===== config.mk =====
export PLATFORM = sky130hd
export DESIGN_NAME = lutram_scan_reader
export DESIGN_NICKNAME = d
export VERILOG_FILES = /design/src/rtl/lutram_scan_reader.sv
export SDC_FILE = /design/constraint.sdc
export NUM_CORES = 1
export LEC_CHECK = 0
export ABC_AREA = 1
export ABC_CLOCK_PERIOD_IN_PS = 1850
export CORE_MARGIN = 2
export CORE_UTILIZATION = 40
export CTS_CLUSTER_SIZE = 24
export DETAILED_ROUTE_END_ITERATION = 8
export PLACE_DENSITY = 0.85
export SYNTH_ARGS = -nofsm -noshare
export SYNTH_HDL_FRONTEND = slang
export SYNTH_SLANG_ARGS = --single-unit

===== constraint.sdc =====
create_clock -name CLK -period 1.85 [get_ports CLK]
set_input_delay 0.2775 -clock CLK [delete_from_list [all_inputs] [get_ports CLK]]
set_output_delay 0.2775 -clock CLK [all_outputs]
set_load 0.005 [all_outputs]

===== src/rtl/lutram_scan_reader.sv =====
// rtl/lutram_scan_reader.sv - streams a contiguous LUTRAM address range out on valid/ready
// Optional clear-on-read write-back is enabled by defining LUTRAM_SCAN_CLEAR_EN.
module lutram_scan_reader #(
    parameter int addr_width = 5,
    parameter int data_width = 32,
    parameter int lo         = 0,
    parameter int hi         = 31
) (
    input  logic                  CLK,
    input  logic                  RST_N,
    input  logic                  START,
    input  logic [addr_width-1:0] START_ADDR,
    input  logic [addr_width-1:0] END_ADDR,
    input  logic                  ABORT,
    output logic                  BUSY,
    output logic                  DONE,
    output logic [addr_width-1:0] RAM_ADDR,
    input  logic [data_width-1:0] RAM_D,
    output logic                  RAM_WE,
    output logic [addr_width-1:0] RAM_WADDR,
    output logic [data_width-1:0] RAM_WDATA,
    output logic                  OUT_VALID,
    input  logic                  OUT_READY,
    output logic [data_width-1:0] OUT_DATA,
    output logic [addr_width-1:0] OUT_ADDR
);

    typedef enum logic [1:0] {
        IDLE  = 2'd0,
        SCAN  = 2'd1,
        DRAIN = 2'd2
    } state_t;

    localparam logic [addr_width-1:0] LO_A = addr_width'(lo);
    localparam logic [addr_width-1:0] HI_A = addr_width'(hi);

    state_t                state_q, state_d;
    logic [addr_width-1:0] ram_addr_q, ram_addr_d;
    logic [addr_width-1:0] end_q, end_d;
    logic [addr_width-1:0] out_addr_q, out_addr_d;
    logic [data_width-1:0] out_data_q, out_data_d;
    logic                  out_valid_q, out_valid_d;
    logic                  done_q, done_d;
    logic [addr_width-1:0] next_addr;
    logic                  take;

    // Address after the current one, wrapping from the top of the store back to the bottom.
    assign next_addr = (ram_addr_q == HI_A) ? LO_A : ram_addr_q + 1'b1;

    // A capture happens whenever the holding register is free or is being drained this cycle.
    assign take = (state_q == SCAN) && !ABORT && (!out_valid_q || OUT_READY);

    // Next-state and holding-register update; ABORT wins over any capture or completion.
    always_comb begin
        state_d     = state_q;
        ram_addr_d  = ram_addr_q;
        end_d       = end_q;
        out_addr_d  = out_addr_q;
        out_data_d  = out_data_q;
        out_valid_d = out_valid_q;
        done_d      = 1'b0;
        case (state_q)
            IDLE: begin
                if (START && !ABORT) begin
                    end_d      = END_ADDR;
                    ram_addr_d = START_ADDR;
                    state_d    = SCAN;
                end
            end
            SCAN: begin
                if (ABORT) begin
                    out_valid_d = 1'b0;
                    state_d     = IDLE;
                end else if (take) begin
                    out_data_d  = RAM_D;
                    out_addr_d  = ram_addr_q;
                    out_valid_d = 1'b1;
                    if (ram_addr_q == end_q) begin
                        state_d = DRAIN;
                    end else begin
                        ram_addr_d = next_addr;
                    end
                end
            end
            DRAIN: begin
                if (ABORT) begin
                    out_valid_d = 1'b0;
                    state_d     = IDLE;
                end else if (out_valid_q && OUT_READY) begin
                    out_valid_d = 1'b0;
                    done_d      = 1'b1;
                    state_d     = IDLE;
                end
            end
            default: begin
                out_valid_d = 1'b0;
                state_d     = IDLE;
            end
        endcase
    end

    // State and registered outputs, cleared asynchronously by reset.
    always_ff @(posedge CLK or negedge RST_N) begin
        if (!RST_N) begin
            state_q     <= IDLE;
            ram_addr_q  <= LO_A;
            end_q       <= LO_A;
            out_addr_q  <= '0;
            out_data_q  <= '0;
            out_valid_q <= 1'b0;
            done_q      <= 1'b0;
        end else begin
            state_q     <= state_d;
            ram_addr_q  <= ram_addr_d;
            end_q       <= end_d;
            out_addr_q  <= out_addr_d;
            out_data_q  <= out_data_d;
            out_valid_q <= out_valid_d;
            done_q      <= done_d;
        end
    end

    assign BUSY      = (state_q != IDLE);
    assign DONE      = done_q;
    assign RAM_ADDR  = ram_addr_q;
    assign OUT_VALID = out_valid_q;
    assign OUT_DATA  = out_data_q;
    assign OUT_ADDR  = out_addr_q;
    assign RAM_WDATA = '0;

`ifdef LUTRAM_SCAN_CLEAR_EN
    // The write lands on the capture edge; the store's read data is sampled before it changes.
    assign RAM_WE    = take;
    assign RAM_WADDR = ram_addr_q;
`else
    assign RAM_WE    = 1'b0;
    assign RAM_WADDR = LO_A;
`endif

endmodule


# After elaboration in Yosys (flattened, before gate mapping)

Cells that the tools add are included.
Widths: inputs -> output; s select.

Bits in latches: 0
Bits in registers: 51
Memory bits (read-only): 0
Memory bits (writable): 0
Bits of input ports: 47
Memories kept: 0

Reduce and logical (&&, ||, !) cells: 15
Mux-type cells: 21
Magnitude comparators: 0
Divide/modulo/power cells: 0
Equal/unequal tests: 11
Add/subtract/negate cells: 1
Multiply operators: 0
Bitwise operators: 2
Shift-type cells: 0

Operators by type and width:

| operator            | number |
|---|---|
| $mux 5              | 5 |
| $mux 2              | 6 |
| $pmux 5 s2          | 1 |
| $ne 2x2->1 const B  | 4 |
| $mux 1              | 7 |
| $ne 3x3->1 const B  | 2 |
| $pmux 2 s3          | 1 |
| $reduce_and 3->1    | 2 |
| $add 5x1->5 const B | 1 |
| $eq 5x5->1          | 1 |
| $eq 5x5->1 const B  | 1 |
| $reduce_and 5->1    | 1 |
| $logic_and 1x1->1   | 4 |
| $reduce_and 4->1    | 1 |
| $reduce_bool 2->1   | 2 |
| $ne 3x2->1 const B  | 1 |
| $pmux 1 s3          | 1 |
| $eq 2x1->1 const B  | 1 |
| $eq 2x2->1 const B  | 1 |
| $logic_not 1->1     | 2 |
| $logic_not 2->1     | 1 |
| $not 1->1           | 2 |
| $reduce_and 2->1    | 1 |
| $logic_or 1x1->1    | 1 |

# Depth between registers and ports, before layout

Gate-level depths: netlist of run 1.

Depth after elaboration: 6
Mapped depth: 10
Depth with buffers taken out: 10

# Worst setup path after synthesis of run 1

OpenSTA, ideal clock, no wires.

Kind: register to register
From: register ram_addr_q[0] (netlist: RAM_ADDR[0])
To: register ram_addr_q[2] (netlist: RAM_ADDR[2])
Library setup time: 0.065 ns
Setup slack: 0.407 ns
Data required time: 1.785 ns
Data arrival time: 1.377 ns
Path buffers: 0
Stages on the path, launching flop included: 10
Path through: dfrtp_1 > ha_1 > nand2_1 > nor2_1 > ha_1 > nor2_2 > o21ai_0 > o21ai_0 > nand2_1 > nand2_1

Cells in the longest elaborated chain, start to end: 6
Elaborated cells on any way between the ends: 10

Ends and longest elaborated chain:

| item                                             | RTL line | text |
|---|---|---|
| from (decl)                                      | 38       | `logic [addr_width-1:0] ram_addr_q, ram_addr_d;` |
| from (signal assigned)                           | 114      | `ram_addr_q <= ram_addr_d;` |
| $add 5x1->5 / $eq 5x5->1 (equally long branches) | 48       | `assign next_addr = (ram_addr_q == HI_A) ? LO_A : ram_addr_q + 1'b1;` |
| $mux 5                                           | 48       |  |
| $mux 5                                           | 78       | `if (ram_addr_q == end_q) begin` |
| $mux 5                                           | 74       | `end else if (take) begin` |
| $mux 5                                           | 71       | `if (ABORT) begin` |
| $pmux 5 s2                                       | 62       | `case (state_q)` |

Several ways; a longest one is shown, not always the timed one. The select of a mux whose other input is x is not followed.
A chain may end at the register's enable or synchronous reset.

# Final worst setup path of run 1

From: register state_q[1]
To: output port BUSY

Cells in the longest elaborated chain, start to end: 1

Ends and longest elaborated chain:

| item                   | RTL line | text |
|---|---|---|
| from (decl)            | 37       | `state_t state_q, state_d;` |
| from (signal assigned) | 113      | `state_q <= state_d;` |
| $reduce_bool 2->1      | 123      | `assign BUSY = (state_q != IDLE);` |
| to (decl)              | 15       | `output logic BUSY,` |

No other way between the ends.

==> results of run 1 <==
worst min-delay path by stage:
stage                   end  slack, ps
6_report        OUT_ADDR[4]        480
2_1_floorplan          DONE        -20
3_5_place_dp   OUT_DATA[10]        310
4_1_cts        OUT_DATA[17]        490
5_1_grt        OUT_DATA[23]        510
3_3_place_gp    OUT_DATA[9]        290
cells by family after synthesis:
kind of cell    Yosys count
xor+xnor                  2
flops                    51
mux                       2
simple gates            171
fa+ha+maj                 2
other cells               1
compound gates           12
buf+inv                  65
registers in the layout (all words and copies together) (netlist names):
signal / count
DONE: 1
OUT_ADDR: 5
OUT_DATA: 32
OUT_VALID: 1
RAM_ADDR: 5
end_q: 5
state_q: 2
synth_stat cells, drive strengths merged:
cell type	n	area [sq um]
nor2	14	62.56
nor3	1	5.000
o21ai	8	40.04
clkinv	1	8.760
ha	2	25.02
nand3	8	45.04
xor2	1	8.760
buf	46	350.3
a21oi	3	15.01
a22o	1	8.760
mux2	2	22.52
conb	1	3.750
inv	18	67.56
xnor2	1	8.760
nand2	147	584.3
nand3b	1	7.510
dfrtp	51	1276
cell type report:
class / instances / area share
sequential: 51 / 0.3677
multi-input combinational: 227 / 0.2812
timing repair buffer: 96 / 0.2761
tap: 77 / 0.02776
clock buffer: 6 / 0.02379
inverter: 19 / 0.02199
clock inverter: 1 / 0.001442
through the flow:
step                      setup WS, ps  hold WS (ps)  total power (W)    util  instances
final                            179.4         481.3         0.004804  0.5561        477
after global routing             79.30         511.6         0.005242  0.5561        477
after CTS                        170.0         487.2         0.004872  0.5561        477
after detailed placement         175.9         307.9         0.004213  0.5405        469
after global placement           251.8         294.7         0.004121  0.5405        469
after floorplan                  407.4        -18.09         0.003039       -        343
metal layers:
layer,vias up,global-route usage
met3,6,0.04055
met4,0,0.04399
li1,1037,-
met2,82,0.2778
met5,-,0
met1,975,0.2101
power by group through the flow:
stage / Sequential [W] / Clock [W] / Combinational (W)
5_1_grt: 0.00203 / 0.000705 / 0.00250
4_1_cts: 0.00195 / 0.000667 / 0.00225
3_5_place_dp: 0.00197 / 0 / 0.00224
2_1_floorplan: 0.00197 / 0 / 0.00107
3_3_place_gp: 0.00195 / 0 / 0.00217
6_report: 0.00195 / 0.000638 / 0.00222
worst max-delay path: stages, from the launching register on:
cell	delay (ps)
dfrtp_1	410
inv_1	60
nand2_1	110
clkdlybuf4s50_1	520
==> reports/results.tsv, run 1 <==
stage	metric	value	unit
timing	crit share post-route	0.9030	
grt	gr usage total	0.1639	
timing	unrepaired setup endpoints after global routing	no	
synthesis	Synth Area in XOR/XNOR	0.006897	
finish	FF/Latch Area	1276	sq um
timing	slew margin rel.	0.6224	
setup_path	Worst Setup SP	state_q[1]	
detailed_routing	1st-pass router iterations	7	
timing	Final Max Tran Viols	0	
detailed_routing	DR WL met3	402	um
clocking	cts hold-fix bufs	1	
setup_path	R2R Path End	RAM_ADDR[2]	
clocking	CTS tree	built	
clocking	Max Root-Sink Buffers	2	
setup_path	CP max FO	3	
timing	Tightest Pin Transition	566.3	ps
finish	Nets	449	
setup_path	crit path to	BUSY	
hold_path	Hold Path Depth	2	
detailed_routing	Metal-1 WL	2306	um
power	Sw Pwr	0.001656	W
synthesis	Syn Area/Cell	8.300	sq um
synthesis	Seq cells post-synth	51	
synthesis	Synth Area in Adders	0.009852	
timing	Final Hold Fails	0	
setup_path	Startpoint Class	register	
placed_design	detailed placement HPWL	4079	um
grt	global-route wire length before repair	9363	um
power	Leakage	1.792	nW
synthesis	simple-gate share of the synthesized area	0.2773	
job	number of max-cap violations	0	
hold_path	Min-Delay Path Class	reg -> reg	
finish	highest-count cells in the layout ignoring fill and taps	nand2_1 (142), clkdlybuf4s50_1 (90), dfrtp_1 (51), conb_1 (38), inv_1 (15)	
finish	Area Overhead vs Synth	36.65	%
detailed_routing	initial drt markers	108	
clocking	H-Tree Depth	2	
power	Pwr Density	1384	nW/um^2
power	VDD IR max	0.5911	mV
finish	Fill cells	568	
timing	Setup TNS	0	ps
placed_design	port bufs	91	
power	sequential share of power	0.406	
synthesis	synth warn	0	
synthesis	largest family of logic cells by synthesized area	simple AND/OR/NAND/NOR gates	
setup_path	Critical Path RT	1570	ps
detailed_routing	via count	2100	
synthesis	area fraction in compound gates after synthesis	0.02512	
detailed_routing	met2 wire len	2639	um
clocking	worst-skew pair later-pin latency	300	ps
placed_design	area of placed instances	3373	sq um
synthesis	mux share of post-synthesis cell area	0.008867	
timing	setup violators final	0	
detailed_routing	ANT nets after route	0	
setup_path	critical path class	reg -> out	
grt	vias in the first global route	1969	
finish	most common library cell in the layout ignoring fill and taps	nand2_1	
clocking	CTS clock-pin slew for the worst setup and hold paths	80	ps
finish	Multi-input gate area	975.9	sq um
floorplan	I/O pins	130	
synthesis	Post-Syn Area	2540	sq um
timing	clk_skew	6.547	ps
detailed_routing	Avg WL per Cell	11.33	um
power	Cell Int Power	0.003147	W
timing	min cycle time layout	1671	ps
synthesis	Cells after Synth	306	
detailed_routing	vias per inst	4.403	
detailed_routing	Remaining DRCs	0	
setup_path	CP endpoint kind	output pin	
setup_path	flop2flop setup slack	270	ps
clocking	setup bufs post-CTS	0	
finish	design area	3471	sq um
hold_path	worst hold start	OUT_ADDR[4]	
setup_path	Worst R2R Path Depth	9	
timing	Max Clk Rate	0.5986	GHz
floorplan	core area	6241	sq um
grt	largest net degree at the start of global routing	34	
clocking	Sink Count	51	
floorplan	DIE WIDTH	83.69	um
finish	layout cells sized above 1	0.06500	
floorplan	Die ar.	7003	sq um
power	clock network fraction of design power	0.133	
power	sw frac	0.3448	
synthesis	register area share after synthesis	0.5025	
clocking	CTS Buf Count	5	
grt	GR Overflow Total	0	
finish	antenna cells	0	
synthesis	Netlist cell types	26	
run_status	status	finished clean	
floorplan	num rows	29	
setup_path	RR Startpoint	RAM_ADDR[0]	
detailed_routing	DR top layer	met4	
grt	initial antenna violation count	0	
clocking	post-cts resize count	0	
detailed_routing	routed wire length	5406	um
placed_design	routability cong.	0.7988	
power	combinational share of power	0.462	
setup_path	crit path DAT	1390	ps
floorplan	die height	83.69	um
floorplan	starting density of the core	0.4070	
clocking	root buf cell	clkbuf_8	
(Power assumes the default switching activity.)
==> run 2, diff against run 1 <==
--- a/config.mk
+++ b/config.mk
@@ -6,10 +6,9 @@
 export NUM_CORES = 1
 export LEC_CHECK = 0
 export ABC_AREA = 1
-export ABC_CLOCK_PERIOD_IN_PS = 1850
 export CORE_MARGIN = 2
 export CORE_UTILIZATION = 40
-export CTS_CLUSTER_SIZE = 24
+export CTS_CLUSTER_SIZE = 20
 export DETAILED_ROUTE_END_ITERATION = 8
 export PLACE_DENSITY = 0.85
 export SYNTH_ARGS = -nofsm -noshare
==> results of run 2 <==
Final layout, timing and power as in run 1 (identical DEF).
==> patch 1 (settings of run 2) <==
Make the reset (`RST_N`) synchronous in one clocked block. Comments in the files are not updated.
--- a/src/rtl/lutram_scan_reader.sv
+++ b/src/rtl/lutram_scan_reader.sv
@@ -100,7 +100,7 @@
     end
 
     // State and registered outputs, cleared asynchronously by reset.
-    always_ff @(posedge CLK or negedge RST_N) begin
+    always_ff @(posedge CLK) begin
         if (!RST_N) begin
             state_q     <= IDLE;
             ram_addr_q  <= LO_A;
Behaviour: differs if RST_N is asserted again (counterexample within 4 cycles, from zero or initial values and one cycle with RST_N low); with RST_N held inactive, the same outputs for 10 cycles.
==> patch 1 against run 2 <==
  * Sequential cell count unchanged
  * Design area fell by 5.3%
  * Sequential share of layout area fell by 5.7 points
  * Setup slack better by 0.021 ns
  * Synthesized area down 6.1%
  * Routed wire length increased by 1.5%
Power is not compared: it rests on default switching activity, and its combinational part moved more than twofold at a synthesized area within 25%.
==> patch 1: results (changes against run 2) <==
flop2flop setup slack = 0.22 ns (-0.05 ns)
ratio of cells with drive above 1 in the final layout = 0.05072 (-0.01428)
register area share after synthesis = 0.4281 (-0.07434)
status = finished clean
Crit Path Max Fanout = 4 (+1)
vias in the first global route = 2,027 (+2.9%)
WP data arrival = 1.37 ns (-0.02 ns)
CTS hold repair buffers = 0 (-1)
final clock skew = 0.008993 ns (+0.002445 ns)
Post-synth top cells = 83 x nor2_1, 51 x dfxtp_1, 43 x o21ai_0
synth unique cells = 23 (-12%)
Util after Layout = 0.5618 (+0.005670)
Area after DPL = 3187 um^2 (-5.5%)
cells taking the most area after synthesis = dfxtp_1 43%, nor2_1 13%, buf_4 12%
GP Congestion = 0.7949 (-0.49%)
final net count = 462 (+2.9%)
GRT Total Usage = 0.1680 (+0.004094)
Vias/cell = 4.503 (+2.3%)
Async SR Flop Fraction = 0 (-1.000)
ys flop type = dfxtp_1
drt wl/cell = 11.22 um (-0.97%)
fin cells = 489 (+2.5%)
first-pass GRT wire length = 8769 um (-6.3%)
estimated wirelength of the detail-placed design = 4037 um (-1.0%)
worst slew pin tran = 0.5308 ns (-0.03552 ns)
## patch 1: per-stage QoR
| step | setup slack (ns) | hold WS (ns) |
|---|---|---|
| floorplan | 0.3641 | 0.4124 |
| global placement | 0.1180 | 0.4516 |
| detailed placement | 0.06788 | 0.4625 |
| CTS | 0.1869 | 0.4762 |
| global route | 0.08417 | 0.4978 |
| finish | 0.2004 | 0.4761 |
## patch 1: power groups by stage
stage | registers, mW | clock network (mW) | logic (mW)
2_1_floorplan | 1.24 | 0 | 0.295
3_3_place_gp | 1.24 | 0 | 0.492
6_report | 1.22 | 0.692 | 0.498
3_5_place_dp | 1.24 | 0 | 0.498
5_1_grt | 1.23 | 0.748 | 0.566
4_1_cts | 1.22 | 0.704 | 0.501
## patch 1: metal layers
layer  wire [um]  vias to the layer above  track usage  part of all wire
met5           0                        -            0                 0
met3         650                        4      0.07444              0.12
met2        2527                      102       0.2860              0.46
met1        2265                      976       0.1909              0.41
met4          44                        0      0.04576            0.0080
li1            -                     1120            -                 -
## patch 1: cell families (layout without fill, tap and decap cells)
kind of cell | count (synthesis) | after routing | share of synthesized area
and+or+nand+nor | 137 | 137 | 0.2366
buffers and inverters | 71 | 123 | 0.1873
AOI/OAI and AO/OA | 61 | 61 | 0.1285
DFF | 51 | 51 | 0.4281
adders and majority gates | 2 | 2 | 0.01049
xor gates and xnor gates | 2 | 2 | 0.007347
other | 1 | 38 | 0.001572
## patch 1: critical path, cell delays in order, from the launching register on
cell and delay [ns]:
dfxtp_1 0.37, inv_1 0.05, nand2_1 0.13, clkdlybuf4s50_1 0.52
## patch 1: final timing paths
kind	startpoint	end	cells past startpoint
worst min register to register	end_q[1]	end_q[1]	2
worst max register to register	RAM_ADDR[0]	RAM_ADDR[2]	8
worst min-delay path	end_q[1]	end_q[1]	2
worst max-delay path	state_q[0]	BUSY	3
## patch 1: final cells by class
| type | count | area share |
|---|---|---|
| clock buffers | 8 | 0.03045 |
| flip-flops and latches | 51 | 0.3106 |
| repair buffers | 95 | 0.2863 |
| multi-input cells | 240 | 0.3213 |
| inverters | 20 | 0.02284 |
| well taps | 75 | 0.02855 |
==> patch 2 (flow settings as in run 2) <==
Made on the original files. Build with the macro `LUTRAM_SCAN_CLEAR_EN` defined.
--- a/src/rtl/lutram_scan_reader.sv
+++ b/src/rtl/lutram_scan_reader.sv
@@ -1,5 +1,7 @@
 // rtl/lutram_scan_reader.sv - streams a contiguous LUTRAM address range out on valid/ready
 // Optional clear-on-read write-back is enabled by defining LUTRAM_SCAN_CLEAR_EN.
+`define LUTRAM_SCAN_CLEAR_EN
+
 module lutram_scan_reader #(
     parameter int addr_width = 5,
     parameter int data_width = 32,
Check against the original RTL: not equivalent (Yosys sat finds a counterexample within 4 cycles, from zero or initial values and one cycle with RST_N low).
==> patch 2 against run 2 <==
  * Setup slack got worse by 0.11 ns
  * Design area rose by 2.5%
  * Largest power group unchanged
  * Global-route usage fell by 0.62 points
  * Total power fell by 11%
  * Largest cell class unchanged
  * Synthesized area fell by 0.20%
  * Critical path depth rose by 1
  * First-iteration DRC count fell by 55%
  * Sequential cell count did not move
  * Critical path type unchanged
  * Routed wire length rose by 1.2%
==> patch 2: results (changes against run 2) <==
status = finished clean
H-tree depth = 2 (unchanged)
Pleak = 1.812 nW (+1.2%)
Slew HR = 0.6184 (-0.004014)
HP Class = reg2reg
Post-synth top cells = 139 x nand2_1, 51 x dfrtp_1, 40 x buf_4
estimated wirelength of the detail-placed design = 4337 um (+6.3%)
synth unique cells = 24 (-7.7%)
CTS Buffer Depth = 2 (unchanged)
Vias/cell = 4.286 (-2.6%)
delay-heaviest family, CP = buffers and inverters
pin count of the biggest net entering global routing = 42 (+24%)
M3 GR Usage = 0.04649 (+0.005935)
CP max stage delay = 0.46 ns (-0.06 ns)
met1 Track Usage GR = 0.1807 (-0.02943)
GP Congestion = 0.8534 (+6.8%)
first-pass GRT wire length = 9059 um (-3.2%)
diodes inserted = 0 (unchanged)
register area share after synthesis = 0.5035 (+0.0009920)
Ys Warns = 0 (unchanged)
vias in the first global route = 2,052 (+4.2%)
Slowest-stage cell, CP = clkdlybuf4s50_1
GRT Total Usage = 0.1577 (-0.006153)
cells taking the most area after synthesis = dfrtp_1 50%, nand2_1 21%, buf_4 12%
met2 usage = 0.2916 (+0.01382)
Routed WL = 5472 um (+1.2%)
final net count = 453 (+0.89%)
Crit Path Max Fanout = 3 (unchanged)
number of enable flip-flop cells after synthesis = 0 (unchanged)
drt first-iter violations = 49 (-55%)
final clock skew = 0.005312 ns (-0.001235 ns)
Port Buf Inserts = 97 (+6.6%)
busiest grt layer = met2
max FFs per register = 32 (unchanged)
WP data arrival = 1.50 ns (+0.11 ns)
initial antenna violation count = 0 (unchanged)
worst vdd ir = 0.5543 mV (-6.2%)
drt pass-1 iters = 5 (-2)
ratio of cells with drive above 1 in the final layout = 0.08889 (+0.02389)
==> patch 2: path summary, 6_finish.rpt <==
| check | to | slack [ns] | cells after the start | startpoint |
|---|---|---|---|---|
| worst max-delay path | BUSY | 0.07 | 4 | state_q[1] |
| worst max register to register | RAM_ADDR[2] | 0.22 | 9 | RAM_ADDR[0] |
| max in group asynchronous | OUT_DATA[28] | 0.81 | 3 | RST_N |
| worst min register to register | OUT_DATA[21] | 0.48 | 2 | OUT_DATA[21] |
| worst min-delay path | OUT_DATA[21] | 0.48 | 2 | OUT_DATA[21] |
| min in group asynchronous | OUT_ADDR[1] | 0.51 | 2 | RST_N |
==> patch 2: cell type report <==
type                       count  area [um^2]
clock buffer                   5        68.82
clock inverter                 3        20.02
inverter                      17        66.31
fill                         558         2683
sequential                    51         1276
tap                           77        96.34
timing repair buffer         107         1055
multi-input combinational    222        975.9
==> patch 2: cells by family (layout without fill, tap and decap cells) <==
group	Yosys count	in the layout	synth area share
multiplexers	2	2	0.008884
buffers and inverters	61	132	0.1624
adder cells (fa/ha/maj)	2	2	0.009870
other	1	32	0.001479
XOR/XNOR	2	2	0.006911
flip-flops	51	51	0.5035
AO/OA/AOI/OAI	12	12	0.03109
AND/OR/NAND/NOR	172	172	0.2759
==> patch 2: per-stage QoR <==
| stage | TNS (ns) | instance area, um^2 | worst slack (ns) | utilization | std cells |
|---|---|---|---|---|---|
| 6_report | 0 | 3558 | 0.06974 | 0.5702 | 482 |
| 5_1_grt | -0.0005088 | 3558 | -0.0005088 | 0.5702 | 482 |
| 4_1_cts | 0 | 3556 | 0.01299 | 0.5698 | 482 |
| 3_5_place_dp | -0.07634 | 3441 | -0.02008 | 0.5513 | 472 |
| 3_3_place_gp | 0 | 3441 | 0.007240 | 0.5513 | 472 |
| 2_1_floorplan | 0 | 2651 | 0.3328 | - | 334 |
==> patch 2: where the power goes <==
part / total, mW / switching (mW) / internal (mW)
Combinational: 1.88 / 0.761 / 1.12
Clock: 0.608 / 0.345 / 0.263
Sequential: 1.81 / 0.276 / 1.53
Total: 4.29 / 1.38 / 2.91
==> patch 2: repair_timing <==
item,in CTS,in global routing
setup endpoints to repair,1,1
buffers inserted,1,0
gates resized for setup,3,1
endpoints found under the hold margin,23,0
hold buffers,1,0
==> patch 2: layer usage <==
metal / wire length [um] / vias up / share of wire
li1: - / 1049 / -
met1: 2230 / 944 / 0.41
met2: 2839 / 68 / 0.52
met3: 370 / 5 / 0.068
met4: 32 / 0 / 0.0058
met5: 0 / - / 0
==> patch 2: worst reg2reg max path: stages (launching register included) <==
cell     delay, ns
dfrtp_1       0.40
ha_1          0.21
nand2_1       0.09
nor2_1        0.05
ha_1          0.17
nor2_1        0.20
o21ai_0       0.12
o21ai_0       0.16
nand3_1       0.09
nand2_1       0.08
